$ cat config.mk
export PLATFORM = sky130hd
export DESIGN_NAME = fetch_queue
export DESIGN_NICKNAME = d
export VERILOG_FILES = /design/src/rtl/ceres_param.sv /design/src/rtl/fetch_queue.sv
export SDC_FILE = /design/constraint.sdc
export NUM_CORES = 1
export LEC_CHECK = 0
export ABC_CLOCK_PERIOD_IN_PS = 11300
export BUFFER_PORTS_ARGS = -buffer_cell sky130_fd_sc_hd__buf_2
export CORE_MARGIN = 3
export CORE_UTILIZATION = 45
export CTS_CLUSTER_DIAMETER = 80
export DETAILED_ROUTE_END_ITERATION = 7
export HOLD_SLACK_MARGIN = 0.06
export PLACE_DENSITY_LB_ADDON = 0.05
export SLEW_MARGIN = 20
export SYNTH_ARGS = -nofsm -noshare
export SYNTH_HDL_FRONTEND = slang
export SYNTH_SLANG_ARGS = --single-unit
$ cat constraint.sdc
create_clock -name clk_i -period 11.3 [get_ports clk_i]
set_input_delay 0 -clock clk_i [delete_from_list [all_inputs] [get_ports clk_i]]
set_output_delay 0 -clock clk_i [all_outputs]
set_load 0.02 [all_outputs]
$ cat src/rtl/ceres_param.sv
// Shared types and default constants for the ceres front end.
package ceres_param;

  localparam int unsigned FQ_XLEN  = 32;
  localparam int unsigned FQ_DEPTH = 4;

  typedef enum logic [2:0] {
    NO_EXCEPTION,
    INSTR_MISALIGNED,
    INSTR_ACCESS_FAULT,
    ILLEGAL_INSTRUCTION,
    BREAKPOINT
  } exc_type_e;

  typedef enum logic [2:0] {
    INSTR_ALU,
    INSTR_LOAD,
    INSTR_STORE,
    INSTR_BRANCH,
    INSTR_JUMP,
    INSTR_SYSTEM
  } instr_type_e;

  typedef struct packed {
    logic               taken;
    logic [FQ_XLEN-1:0] target;
  } predict_info_t;

  typedef struct packed {
    logic [FQ_XLEN-1:0] pc;
    logic [FQ_XLEN-1:0] pc_incr;
    logic [FQ_XLEN-1:0] inst;
    instr_type_e        instr_type;
    exc_type_e          exc_type;
    predict_info_t      spec;
  } fq_entry_t;

endpackage

$ cat src/rtl/fetch_queue.sv
// Fetch-to-decode queue: circular buffer with flush and an exception fence that
// blocks further enqueues until a faulting entry has been handed to decode.
module fetch_queue
  import ceres_param::*;
#(
  parameter int unsigned DEPTH = FQ_DEPTH,
  parameter int unsigned XLEN  = FQ_XLEN
) (
  input  logic                     clk_i,
  input  logic                     rst_ni,
  input  logic                     flush_i,
  input  logic                     enq_valid_i,
  output logic                     enq_ready_o,
  input  fq_entry_t                enq_entry_i,
  output logic                     deq_valid_o,
  input  logic                     deq_ready_i,
  output fq_entry_t                deq_entry_o,
  output logic [$clog2(DEPTH):0]   count_o,
  output logic                     exc_fence_o
);

  localparam int unsigned PW = $clog2(DEPTH);
  localparam int unsigned CW = PW + 1;

  if ((DEPTH < 2) || ((DEPTH & (DEPTH - 1)) != 0)) begin : g_bad_depth
    $error("fetch_queue: DEPTH must be a power of two and at least 2");
  end
  if (XLEN != FQ_XLEN) begin : g_bad_xlen
    $error("fetch_queue: XLEN must match the fq_entry_t field width");
  end

  fq_entry_t       r_mem [DEPTH];
  logic [PW-1:0]   r_wr_ptr;
  logic [PW-1:0]   r_rd_ptr;
  logic [CW-1:0]   r_count;
  logic            r_exc_fence;

  logic            w_enq;
  logic            w_deq;
  logic            w_enq_exc;

  // Handshakes are forced low while reset is held so nothing is advertised.
  assign enq_ready_o = rst_ni && (r_count < CW'(DEPTH)) && !r_exc_fence && !flush_i;
  assign deq_valid_o = rst_ni && (r_count != '0) && !flush_i;
  assign deq_entry_o = r_mem[r_rd_ptr];
  assign count_o     = r_count;
  assign exc_fence_o = r_exc_fence;

  assign w_enq     = enq_valid_i && enq_ready_o;
  assign w_deq     = deq_valid_o && deq_ready_i;
  assign w_enq_exc = enq_entry_i.exc_type != NO_EXCEPTION;

  always_ff @(posedge clk_i or negedge rst_ni) begin
    if (!rst_ni) begin
      r_wr_ptr    <= '0;
      r_rd_ptr    <= '0;
      r_count     <= '0;
      r_exc_fence <= 1'b0;
    end else if (flush_i) begin
      r_wr_ptr    <= '0;
      r_rd_ptr    <= '0;
      r_count     <= '0;
      r_exc_fence <= 1'b0;
    end else begin
      if (w_enq) r_wr_ptr <= r_wr_ptr + PW'(1);
      if (w_deq) r_rd_ptr <= r_rd_ptr + PW'(1);
      case ({w_enq, w_deq})
        2'b10:   r_count <= r_count + CW'(1);
        2'b01:   r_count <= r_count - CW'(1);
        default: r_count <= r_count;
      endcase
      // Enqueue stalls once the fence is up, so the faulting entry is always the
      // last one queued: it leaves when the queue drains from one entry.
      if (w_enq && w_enq_exc) begin
        r_exc_fence <= 1'b1;
      end else if (w_deq && (r_count == CW'(1))) begin
        r_exc_fence <= 1'b0;
      end
    end
  end

  always_ff @(posedge clk_i) begin
    if (w_enq) r_mem[r_wr_ptr] <= enq_entry_i;
  end

endmodule

==> results.sh, run 1 <==
export IMPL_vias_per_cell=5.152
export IMPL_vias_in_the_first_global_route=10083
export IMPL_dieWidth_um=216.9
export IMPL_routed_wire_length_per_instance_um=22.18
export IMPL_drt_pass1_iter_count=4
export IMPL_synth_cell_types=31
export IMPL_synth_cells=768
export IMPL_buffer_ports_inserted=280
export IMPL_power_w=0.004522
export IMPL_globalplace_congestion=0.7401
export IMPL_clock_skew_final_ps=9.028
export IMPL_cts_htree_levels=2
export IMPL_grt_pass1_wl_mm=62.99
export IMPL_clk_pin_slew_ps=60
export IMPL_required_time_reported_for_the_critical_path_endpoint_ps=11500
export IMPL_inst_count_dp=1611
export IMPL_most_common_cell_after_layout_fill_and_taps_aside="sky130_fd_sc_hd__edfxtp_1"
export IMPL_critPathKind="register to register"
export IMPL_post_route_cells_drive_above_1_share=0.4063
export IMPL_dieArea_sq_mm=0.04706
export IMPL_detailed_place_hpwl_mm=23.61
export IMPL_tritoncts="done"
export IMPL_final_worst_path_cycle_share=0.3405
export IMPL_cts_num_sinks=548
export IMPL_syn_num_nets=916
export IMPL_area_growth_pct=26.25
export IMPL_grt_total_usage=0.1774
export IMPL_placementRows=76
export IMPL_final_max_slew_violation_count=0
export IMPL_layout_min_cycle_time_ps=3848
export IMPL_timing_slew_headroom=0.3252
export IMPL_critPathLaunchType="register"
export IMPL_yosys_register_bits=548
export IMPL_final_critical_path_setup_slack_ps=7452
export IMPL_setup_viol_count_final=0
export IMPL_boundaryPins=281
export IMPL_grt_max_degree=65
export IMPL_finish_net_count=1372
export IMPL_detailroute_via_count=9536
export IMPL_mappedNetlistArea_sq_mm=0.02002
export IMPL_wirelength_mm=41.06
export IMPL_total_power_density_per_cell_area_mw_per_mm2=178.9
export IMPL_worstHoldPathType="input port to register"
export IMPL_nature_of_the_critical_path_endpoint="register"
export IMPL_synth_area_per_cell_sq_um=26.07
export IMPL_tightest_slew_ps=1012
export IMPL_maxClockFrequency_mhz=259.9
export IMPL_coreArea_sq_mm=0.04355
export IMPL_layout_cells_most_common_list="sky130_fd_sc_hd__edfxtp_1, sky130_fd_sc_hd__buf_2, sky130_fd_sc_hd__dlygate4sd3_1, sky130_fd_sc_hd__mux4_2, sky130_fd_sc_hd__clkbuf_16"
export IMPL_place_worst_setup_slack_ps=7412
export IMPL_cts_root_to_sink_buffers=3
export IMPL_rsz_0062_raised_after_global_routing="no"
export IMPL_outcome="finished, final reports clean"
export IMPL_cts_buffers_inserted=55
export IMPL_fin_setup_tns_ps=0
export IMPL_ys_warnings_count=0
export IMPL_initial_utilization=0.4597
export IMPL_drt_drc_violations_left=0
export IMPL_hold_violations=0
export IMPL_die_height_um=216.9
export IMPL_yosysSeqAreaShare=0.8199
export IMPL_stdcell_count=1851
export IMPL_cts_root_buf="sky130_fd_sc_hd__clkbuf_16"
export IMPL_ir_drop_worst_case_vdd_mv=0.1295
export IMPL_worstPathArrival_ps=4050
export IMPL_crit_fanout=62
export IMPL_static_leakage_power_nw=8.479
export IMPL_globalRoute_totalOverflow=0
export IMPL_detail_route_antenna_nets=0
export IMPL_insertion_delay_ps=590
export IMPL_grt_antenna_before_repair=1
export IMPL_dr_first_iter_drc_count=578
export IMPL_drv_cap=0
==> report_power, final <==
group	leakage, nW	internal (W)	total [W]	switching (W)
Sequential	4.98	0.00227	0.00230	0.0000264
Combinational	2.62	0.000207	0.000451	0.000244
Clock	0.876	0.00106	0.00177	0.000713
Total	8.48	0.00354	0.00452	0.000984
==> synthesized netlist by cell type, drive strengths merged <==
library cell,instances,area share
edfxtp,540,0.81
mux4,135,0.15
buf,32,0.0091
dfrtp,8,0.010
ha,8,0.0050
and3,6,0.0019
inv,6,0.0011
a21oi,5,0.0014
nand3,3,0.00075
nor2,3,0.00056
and2,2,0.00062
clkbuf,2,0.00038
mux2,2,0.0011
mux2i,2,0.0010
o21ai,2,0.00050
or3,2,0.00062
a21boi,1,0.00038
a32o,1,0.00050
nand2,1,0.00019
nand2b,1,0.00031
nand3b,1,0.00038
nor2b,1,0.00031
nor4b,1,0.00075
o211ai,1,0.00038
o311a,1,0.00050
xnor2,1,0.00044
==> worst max-delay path, stage by stage, from the launching register on <==
cell                      delay, ps
sky130_fd_sc_hd__dfrtp_1        430
sky130_fd_sc_hd__nor4b_2        780
sky130_fd_sc_hd__and3_4         490
sky130_fd_sc_hd__buf_4          840
sky130_fd_sc_hd__buf_4          870
==> per-stage QoR <==
stage,area (sq um),hold slack [ps],utilization
after floorplan,20020,-295.6,-
after global placement,22080,-139.0,0.5070
after detailed placement,22080,-135.4,0.5070
after CTS,25280,118.2,0.5804
after global routing,25280,150.9,0.5804
final,25280,168.6,0.5804
==> layout make-up <==
| class | instances | area (sq um) |
|---|---|---|
| multi-input cells | 180 | 3413 |
| clock buffers | 76 | 1579 |
| fillers | 3276 | 18270 |
| well taps | 585 | 732.0 |
| diodes | 1 | 2.502 |
| inverters | 6 | 22.52 |
| flip-flops and latches | 548 | 16420 |
| clock inverters | 22 | 202.7 |
| repair buffers | 433 | 2903 |
==> what timing repair did <==
item,in CTS,in global routing
resized for setup,0,0
setup buffers,0,0
endpoints found under the setup margin,0,0
endpoints found under the hold margin,591,0
hold buffers,141,0
==> final timing paths <==
| kind | from | endpoint | slack (ps) | cells after the start |
|---|---|---|---|---|
| max | count_o[2] | r_mem[2][125] | 7450 | 4 |
| min reg2reg | count_o[2] | count_o[2] | 560 | 1 |
| max reg2reg | count_o[2] | r_mem[2][125] | 7450 | 4 |
| max in group asynchronous | rst_ni | r_rd_ptr[1] | 10520 | 3 |
| min | enq_entry_i[2] | r_mem[3][2] | 170 | 2 |
| min in group asynchronous | rst_ni | count_o[2] | 470 | 3 |
==> state kept, by name, summed over array words and instances (netlist names) <==
signal       count
r_wr_ptr         2
r_rd_ptr         2
exc_fence_o      1
r_mem          540
count_o          3
==> cells by family after synthesis <==
kind of cell	count (synthesis)	share of synthesized area
DFF	548	0.8199
muxes	139	0.1540
buffers and inverters	40	0.01062
and+or+nand+nor	21	0.006374
AOI/OAI and AO/OA	11	0.003687
adders and majority gates	8	0.005000
xor gates and xnor gates	1	0.0004375
==> metal layers <==
metal | part of all wire | vias up | routed length (um) | global-route usage
li1 | - | 4233 | - | -
met5 | 0 | - | 0 | 0
met2 | 0.50 | 264 | 20430 | 0.2882
met3 | 0.062 | 56 | 2556 | 0.04049
met1 | 0.42 | 4983 | 17300 | 0.2467
met4 | 0.019 | 0 | 766 | 0.04718
Power figures use the tool's default switching activity.
==> run 2, diff against run 1 <==
- ABC_CLOCK_PERIOD_IN_PS: 11300 -> 3200
- clock period: 11.3 -> 3.2 ns (I/O delays scaled with it)
==> run 2 against run 1 <==
Combinational power grew to 3.7 times the previous value. Global-route usage shrank 0.12 points. Wire length shrank 0.35%. Critical path type is now register to primary output.
==> results.sh, run 2 (same netlist as run 1, synthesis figures left out) <==
export IMPL_outcome="finished, final reports clean"
export IMPL_number_of_gates_resized_after_cts=0
export IMPL_insertion_delay_ps=590
export IMPL_post_route_cells_drive_above_1_share=0.4084
export IMPL_boundaryPins=281
export IMPL_coreArea_sq_mm=0.04355
export IMPL_drt_drc_violations_left=0
export IMPL_clk_pin_slew_ps=60
export IMPL_grt_total_usage=0.1763
export IMPL_dr_first_iter_drc_count=545
export IMPL_post_route_cell_area_sq_mm=0.02551
export IMPL_routed_top_layer="met4"
export IMPL_fin_setup_tns_ps=0
export IMPL_cts_root_to_sink_buffers=3
export IMPL_r2r_setup_slack_ps=990
export IMPL_layout_min_cycle_time_ps=2425
export IMPL_placementRows=76
export IMPL_dieArea_sq_mm=0.04706
export IMPL_hold_violations=0
export IMPL_vias_per_cell=5.100
export IMPL_nature_of_the_critical_path_endpoint="primary output"
export IMPL_globalplace_congestion=0.7333
export IMPL_cts_root_buf="sky130_fd_sc_hd__clkbuf_16"
export IMPL_globalRoute_totalOverflow=0
export IMPL_grt_antenna_before_repair=0
export IMPL_dieWidth_um=216.9
export IMPL_area_growth_pct=27.42
export IMPL_initial_utilization=0.4597
export IMPL_required_time_reported_for_the_critical_path_endpoint_ps=3200
export IMPL_vias_in_the_first_global_route=10434
export IMPL_buffer_ports_inserted=280
export IMPL_critPathKind="register to primary output"
export IMPL_cts_buffers_inserted=55
export IMPL_tritoncts="done"
export IMPL_wl_met3_mm=2.556
export IMPL_tightest_slew_ps=706.2
export IMPL_routed_wl_met2_mm=20.23
export IMPL_most_common_cell_after_layout_fill_and_taps_aside="sky130_fd_sc_hd__edfxtp_1"
export IMPL_wirelength_mm=40.92
export IMPL_power_w=0.01579
export IMPL_drv_cap=0
export IMPL_largest_register_ffs=540
export IMPL_post_cts_hold_buffer_count=141
export IMPL_cts_num_sinks=548
export IMPL_grt_max_degree=64
export IMPL_detail_route_antenna_nets=0
export IMPL_finish_net_count=1386
export IMPL_maxClockFrequency_mhz=412.3
export IMPL_detailroute_via_count=9527
export IMPL_static_leakage_power_nw=8.568
export IMPL_crit_fanout=34
export IMPL_placed_area_sq_mm=0.02239
export IMPL_holdWs_ps=171.0
export IMPL_cp_buffers_inverters=2
export IMPL_worstPathArrival_ps=2430
export IMPL_ir_drop_worst_case_vdd_mv=0.4592
export IMPL_die_height_um=216.9
export IMPL_grt_pass1_wl_mm=62.90
export IMPL_worst_path_max_delay_cell="sky130_fd_sc_hd__dfrtp_4"
export IMPL_final_worst_path_cycle_share=0.7579
export IMPL_dominant_delay_contributor_by_cell_family_on_the_critical_path="flip-flops"
export IMPL_worst_path_largest_cell_delay_ps=700
export IMPL_cts_htree_levels=2
export IMPL_cp_cell_sequence="buf_12, mux4_2, buf_2"
export IMPL_largest_register="r_mem"
export IMPL_worstHoldPathType="input port to register"
export IMPL_timing_slew_headroom=0.5292
export IMPL_rsz_0062_raised_after_global_routing="no"
export IMPL_critPathLaunchType="register"
export IMPL_number_of_setup_buffers_added_after_cts=0
export IMPL_insertedDiodeCount=0
export IMPL_detailed_place_hpwl_mm=24.95
export IMPL_final_max_slew_violation_count=0
export IMPL_met1_length_mm=17.13
export IMPL_routed_wire_length_per_instance_um=21.90
export IMPL_layout_cells_most_common_list="sky130_fd_sc_hd__edfxtp_1, sky130_fd_sc_hd__buf_2, sky130_fd_sc_hd__dlygate4sd3_1, sky130_fd_sc_hd__mux4_2, sky130_fd_sc_hd__clkbuf_16"
export IMPL_drt_pass1_iter_count=4
export IMPL_setup_viol_count_final=0
export IMPL_clock_skew_final_ps=16.24
export IMPL_total_power_density_per_cell_area_mw_per_mm2=619.0
-- run 2: worst reg2reg max path: stages, from the launching register on --
cell and delay [ps]:
sky130_fd_sc_hd__dfrtp_4 700, sky130_fd_sc_hd__buf_12 310, sky130_fd_sc_hd__inv_1 80, sky130_fd_sc_hd__or3_1 370
sky130_fd_sc_hd__a21oi_1 140, sky130_fd_sc_hd__dlygate4sd3_1 550
-- run 2: final cells by class --
class                           count  area (sq um)
Clock buffer                       76          1549
Clock inverter                     26         163.9
Fill cell                        3306         18040
Inverter                            6         22.52
Multi-Input combinational cell    180          3413
Sequential cell                   548         16420
Tap cell                          585         732.0
Timing Repair Buffer              447          3208
-- run 2: final timing paths --
path / end / cells after the start / from
worst max-delay path: deq_entry_o[78] / 3 / r_rd_ptr[0]
worst min-delay path: r_mem[0][123] / 2 / enq_entry_i[123]
worst max register to register: r_rd_ptr[1] / 5 / r_rd_ptr[0]
worst min register to register: count_o[2] / 1 / count_o[2]
max in group asynchronous: r_rd_ptr[1] / 3 / rst_ni
min in group asynchronous: r_rd_ptr[0] / 3 / rst_ni
-- run 2: report_power, final --
group	switching [W]	internal (W)	total [W]	leakage (nW)
clock network	0.00252	0.00352	0.00604	0.846
registers	0.0000656	0.00802	0.00809	4.98
logic	0.000891	0.000775	0.00167	2.75
-- run 2: stage by stage --
step	worst slack [ps]	utilization	std cells
2_1_floorplan	22.18	-	768
3_3_place_gp	990.3	0.5140	1625
3_5_place_dp	1019	0.5140	1625
4_1_cts	662.7	0.5858	1868
5_1_grt	604.2	0.5858	1868
6_report	774.7	0.5858	1868
-- run 2: metal layers --
metal / vias up / global-route usage
li1: 4262 / -
met1: 4950 / 0.2364
met2: 253 / 0.2896
met3: 62 / 0.04314
met4: 0 / 0.05458
met5: - / 0
==> run 3, diff against run 2 <==
- ABC_AREA: unset -> 1
- ABC_CLOCK_PERIOD_IN_PS: 3200 -> 2400
- clock period: 3.2 -> 2.4 ns (I/O delays scaled with it)
==> run 3 against run 2 <==
Clock power grew 30%. Synthesized cell count is 80% higher. Sequential power rose by 33%. Sequential share of layout area decreased by 0.86 points. Wire length increased by 18%. Area after synthesis increased by 2.7%. Design area up 1.4%. Final cell count up 30%. Register-to-register slack lost 610 ps. Highest routed layer unchanged.
==> results.sh, run 3 <==
export IMPL_required_time_reported_for_the_critical_path_endpoint_ps=2400
export IMPL_boundaryPins=281
export IMPL_cts_root_buf="sky130_fd_sc_hd__clkbuf_16"
export IMPL_maxClockFrequency_mhz=424.6
export IMPL_post_synth_most_frequent_cells="sky130_fd_sc_hd__edfxtp_1, sky130_fd_sc_hd__nor2_1, sky130_fd_sc_hd__o21ai_0, sky130_fd_sc_hd__o22ai_1, sky130_fd_sc_hd__o21ai_1"
export IMPL_syn_num_nets=1531
export IMPL_largest_register="r_mem"
export IMPL_coreArea_sq_mm=0.04470
export IMPL_tritoncts="done"
export IMPL_rsz_0062_raised_after_global_routing="yes"
export IMPL_cts_buffers_inserted=56
export IMPL_synth_cells=1383
export IMPL_worst_r2r_cell_count=10
export IMPL_total_power_density_per_cell_area_mw_per_mm2=842.0
export IMPL_dieArea_sq_mm=0.04828
export IMPL_die_height_um=219.7
export IMPL_critPathLaunchType="register"
export IMPL_yosysSeqAreaShare=0.7986
export IMPL_grt_max_degree=142
export IMPL_ir_drop_worst_case_vdd_mv=0.6265
export IMPL_cts_htree_levels=2
export IMPL_initial_utilization=0.4598
export IMPL_dieWidth_um=219.7
export IMPL_r2r_setup_slack_ps=380
export IMPL_critPathKind="register to primary output"
export IMPL_routed_wire_length_per_instance_um=19.76
export IMPL_globalplace_congestion=0.7674
export IMPL_grt_total_usage=0.1981
export IMPL_grt_antenna_before_repair=2
export IMPL_synth_cell_types=29
export IMPL_tightest_slew_ps=638.0
export IMPL_ys_warnings_count=0
export IMPL_drv_cap=0
export IMPL_detail_route_antenna_nets=0
export IMPL_hold_violations=0
export IMPL_synthMostInstantiatedCell="sky130_fd_sc_hd__edfxtp_1"
export IMPL_detailroute_via_count=12836
export IMPL_post_route_cell_area_sq_mm=0.02586
export IMPL_most_common_cell_after_layout_fill_and_taps_aside="sky130_fd_sc_hd__edfxtp_1"
export IMPL_area_growth_pct=25.82
export IMPL_netlist_top_cell_by_area="sky130_fd_sc_hd__edfxtp_1"
export IMPL_regToRegStartpoint="count_o[0]"
export IMPL_netlist_area_leader_share=0.7889
export IMPL_vias_in_the_first_global_route=12758
export IMPL_nature_of_the_critical_path_endpoint="primary output"
export IMPL_setup_worst_path_start="r_rd_ptr[0]"
export IMPL_crit_fanout=141
export IMPL_globalRoute_totalOverflow=0
export IMPL_placementRows=77
export IMPL_final_worst_path_cycle_share=0.9812
export IMPL_static_leakage_power_nw=9.084
export IMPL_detailed_place_hpwl_mm=26.19
export IMPL_worst_path_max_delay_cell="sky130_fd_sc_hd__dfrtp_4"
export IMPL_worstReg2RegEnd="count_o[0]"
export IMPL_outcome="finished, final reports clean"
export IMPL_cp_cell_sequence="buf_16, o21ai_0, o22ai_1, buf_2"
export IMPL_worstHoldPathType="input port to register"
export IMPL_vias_per_cell=5.267
export IMPL_ys_top_cells_by_area="sky130_fd_sc_hd__edfxtp_1, sky130_fd_sc_hd__o21ai_0, sky130_fd_sc_hd__nor2_1, sky130_fd_sc_hd__o22ai_1, sky130_fd_sc_hd__o21ai_1"
export IMPL_post_route_cells_drive_above_1_share=0.2192
export IMPL_cts_num_sinks=548
export IMPL_finish_net_count=1951
export IMPL_buffer_ports_inserted=280
export IMPL_drt_pass1_iter_count=4
export IMPL_num_fill_cells=3604
export IMPL_synth_area_per_cell_sq_um=14.86
export IMPL_ys_async_sr_fraction=0.01460
export IMPL_clock_skew_final_ps=13.08
export IMPL_cts_root_to_sink_buffers=3
export IMPL_dr_first_iter_drc_count=781
export IMPL_final_max_slew_violation_count=0
export IMPL_yosys_register_bits=548
export IMPL_timing_slew_headroom=0.5747
export IMPL_grt_pass1_wl_mm=73.62
export IMPL_critical_path_capture_point="deq_entry_o[62]"
export IMPL_worst_path_largest_cell_delay_ps=520
export IMPL_fin_util=0.5785
export IMPL_setup_viol_count_final=0
export IMPL_synth_edf_count=540
export IMPL_wirelength_mm=48.15
export IMPL_worstPathArrival_ps=2350
export IMPL_drt_drc_violations_left=0
export IMPL_mappedNetlistArea_sq_mm=0.02055
export IMPL_insertion_delay_ps=590
export IMPL_largest_register_ffs=540
export IMPL_clk_pin_slew_ps=60
export IMPL_layout_cells_most_common_list="sky130_fd_sc_hd__edfxtp_1, sky130_fd_sc_hd__buf_2, sky130_fd_sc_hd__nor2_1, sky130_fd_sc_hd__o21ai_0, sky130_fd_sc_hd__dlygate4sd3_1"
export IMPL_placed_area_sq_mm=0.02274
export IMPL_fin_setup_tns_ps=0
export IMPL_synth_main_ff_cell="sky130_fd_sc_hd__edfxtp_1"
export IMPL_layout_min_cycle_time_ps=2355
[run 3: cell count changes in the layout (fill, tap and decap cells not counted), moves of 9 or more]
cell | before | now
sky130_fd_sc_hd__o21ai_1 | 0 | 66
sky130_fd_sc_hd__o22ai_1 | 0 | 129
sky130_fd_sc_hd__nor2_1 | 3 | 273
sky130_fd_sc_hd__mux4_2 | 135 | 0
sky130_fd_sc_hd__nand2_1 | 1 | 11
sky130_fd_sc_hd__inv_1 | 6 | 15
sky130_fd_sc_hd__o21ai_0 | 2 | 211
[run 3: worst max-delay path, delay by kind of cell (launching register included)]
family	cells	cell delay (ps)
buffers and inverters	2	620
DFF	1	520
AOI/OAI and AO/OA	2	460
[run 3: kinds of logic after synthesis]
| logic type | synth area share |
|---|---|
| buffers and inverters | 0.02739 |
| AOI/OAI and AO/OA | 0.1098 |
| DFF | 0.7986 |
| xor gates and xnor gates | 0.0008524 |
| and+or+nand+nor | 0.05844 |
| adders and majority gates | 0.004870 |
[run 3: per-layer routing]
layer / vias to the layer above / global-route usage / wire, um
met1: 6354 / 0.2740 / 21390
met4: 0 / 0.07169 / 1365
met2: 336 / 0.3218 / 22970
met5: - / 0 / 0
li1: 6070 / - / -
met3: 76 / 0.03047 / 2417
[run 3: layout make-up]
cell class                      instances  area (sq um)  share of cell area
Clock inverter                         24         140.1            0.005419
Tap cell                              592         740.7             0.02864
Timing Repair Buffer                  451          3324              0.1285
Clock buffer                           74          1490             0.05762
Multi-Input combinational cell        727          3649              0.1411
Sequential cell                       548         16430              0.6352
Antenna cell                            2         5.005           0.0001935
Inverter                               19         86.33            0.003338
[run 3: per-stage QoR]
stage               power (W)  hold WS, ps  setup WS (ps)  std cells
detailed placement    0.01395       -121.5          439.3       2195
floorplan             0.01283       -295.6         -881.5       1383
global route          0.02269        133.6         -91.78       2437
finish                0.02178        149.5          45.06       2437
global placement      0.01393       -133.3          468.7       2195
CTS                   0.02203        101.5          10.49       2435
[run 3: how the worst min path moves through the flow]
stage | slack, ps | from | cells past startpoint | end
floorplan | -300 | rst_ni | 0 | count_o[0]
global placement | -130 | rst_ni | 1 | count_o[1]
detailed placement | -120 | rst_ni | 1 | count_o[1]
CTS | 100 | enq_entry_i[6] | 2 | r_mem[2][6]
global route | 130 | enq_entry_i[96] | 2 | r_mem[3][96]
finish | 150 | enq_entry_i[0] | 2 | r_mem[3][0]
[run 3: repair_timing]
action                                  CTS  global route
endpoints found under the setup margin    2            22
gates resized for setup                   3             9
endpoints found under the hold margin   557             0
hold buffers                            142             0
pin swaps                                 0             1
setup buffers                             0             0
[run 3: report_power, final]
group | total (W) | internal [W] | switching [W]
registers | 0.0108 | 0.0107 | 0.0000775
logic | 0.00312 | 0.00104 | 0.00209
clock network | 0.00784 | 0.00443 | 0.00340
total | 0.0218 | 0.0162 | 0.00557
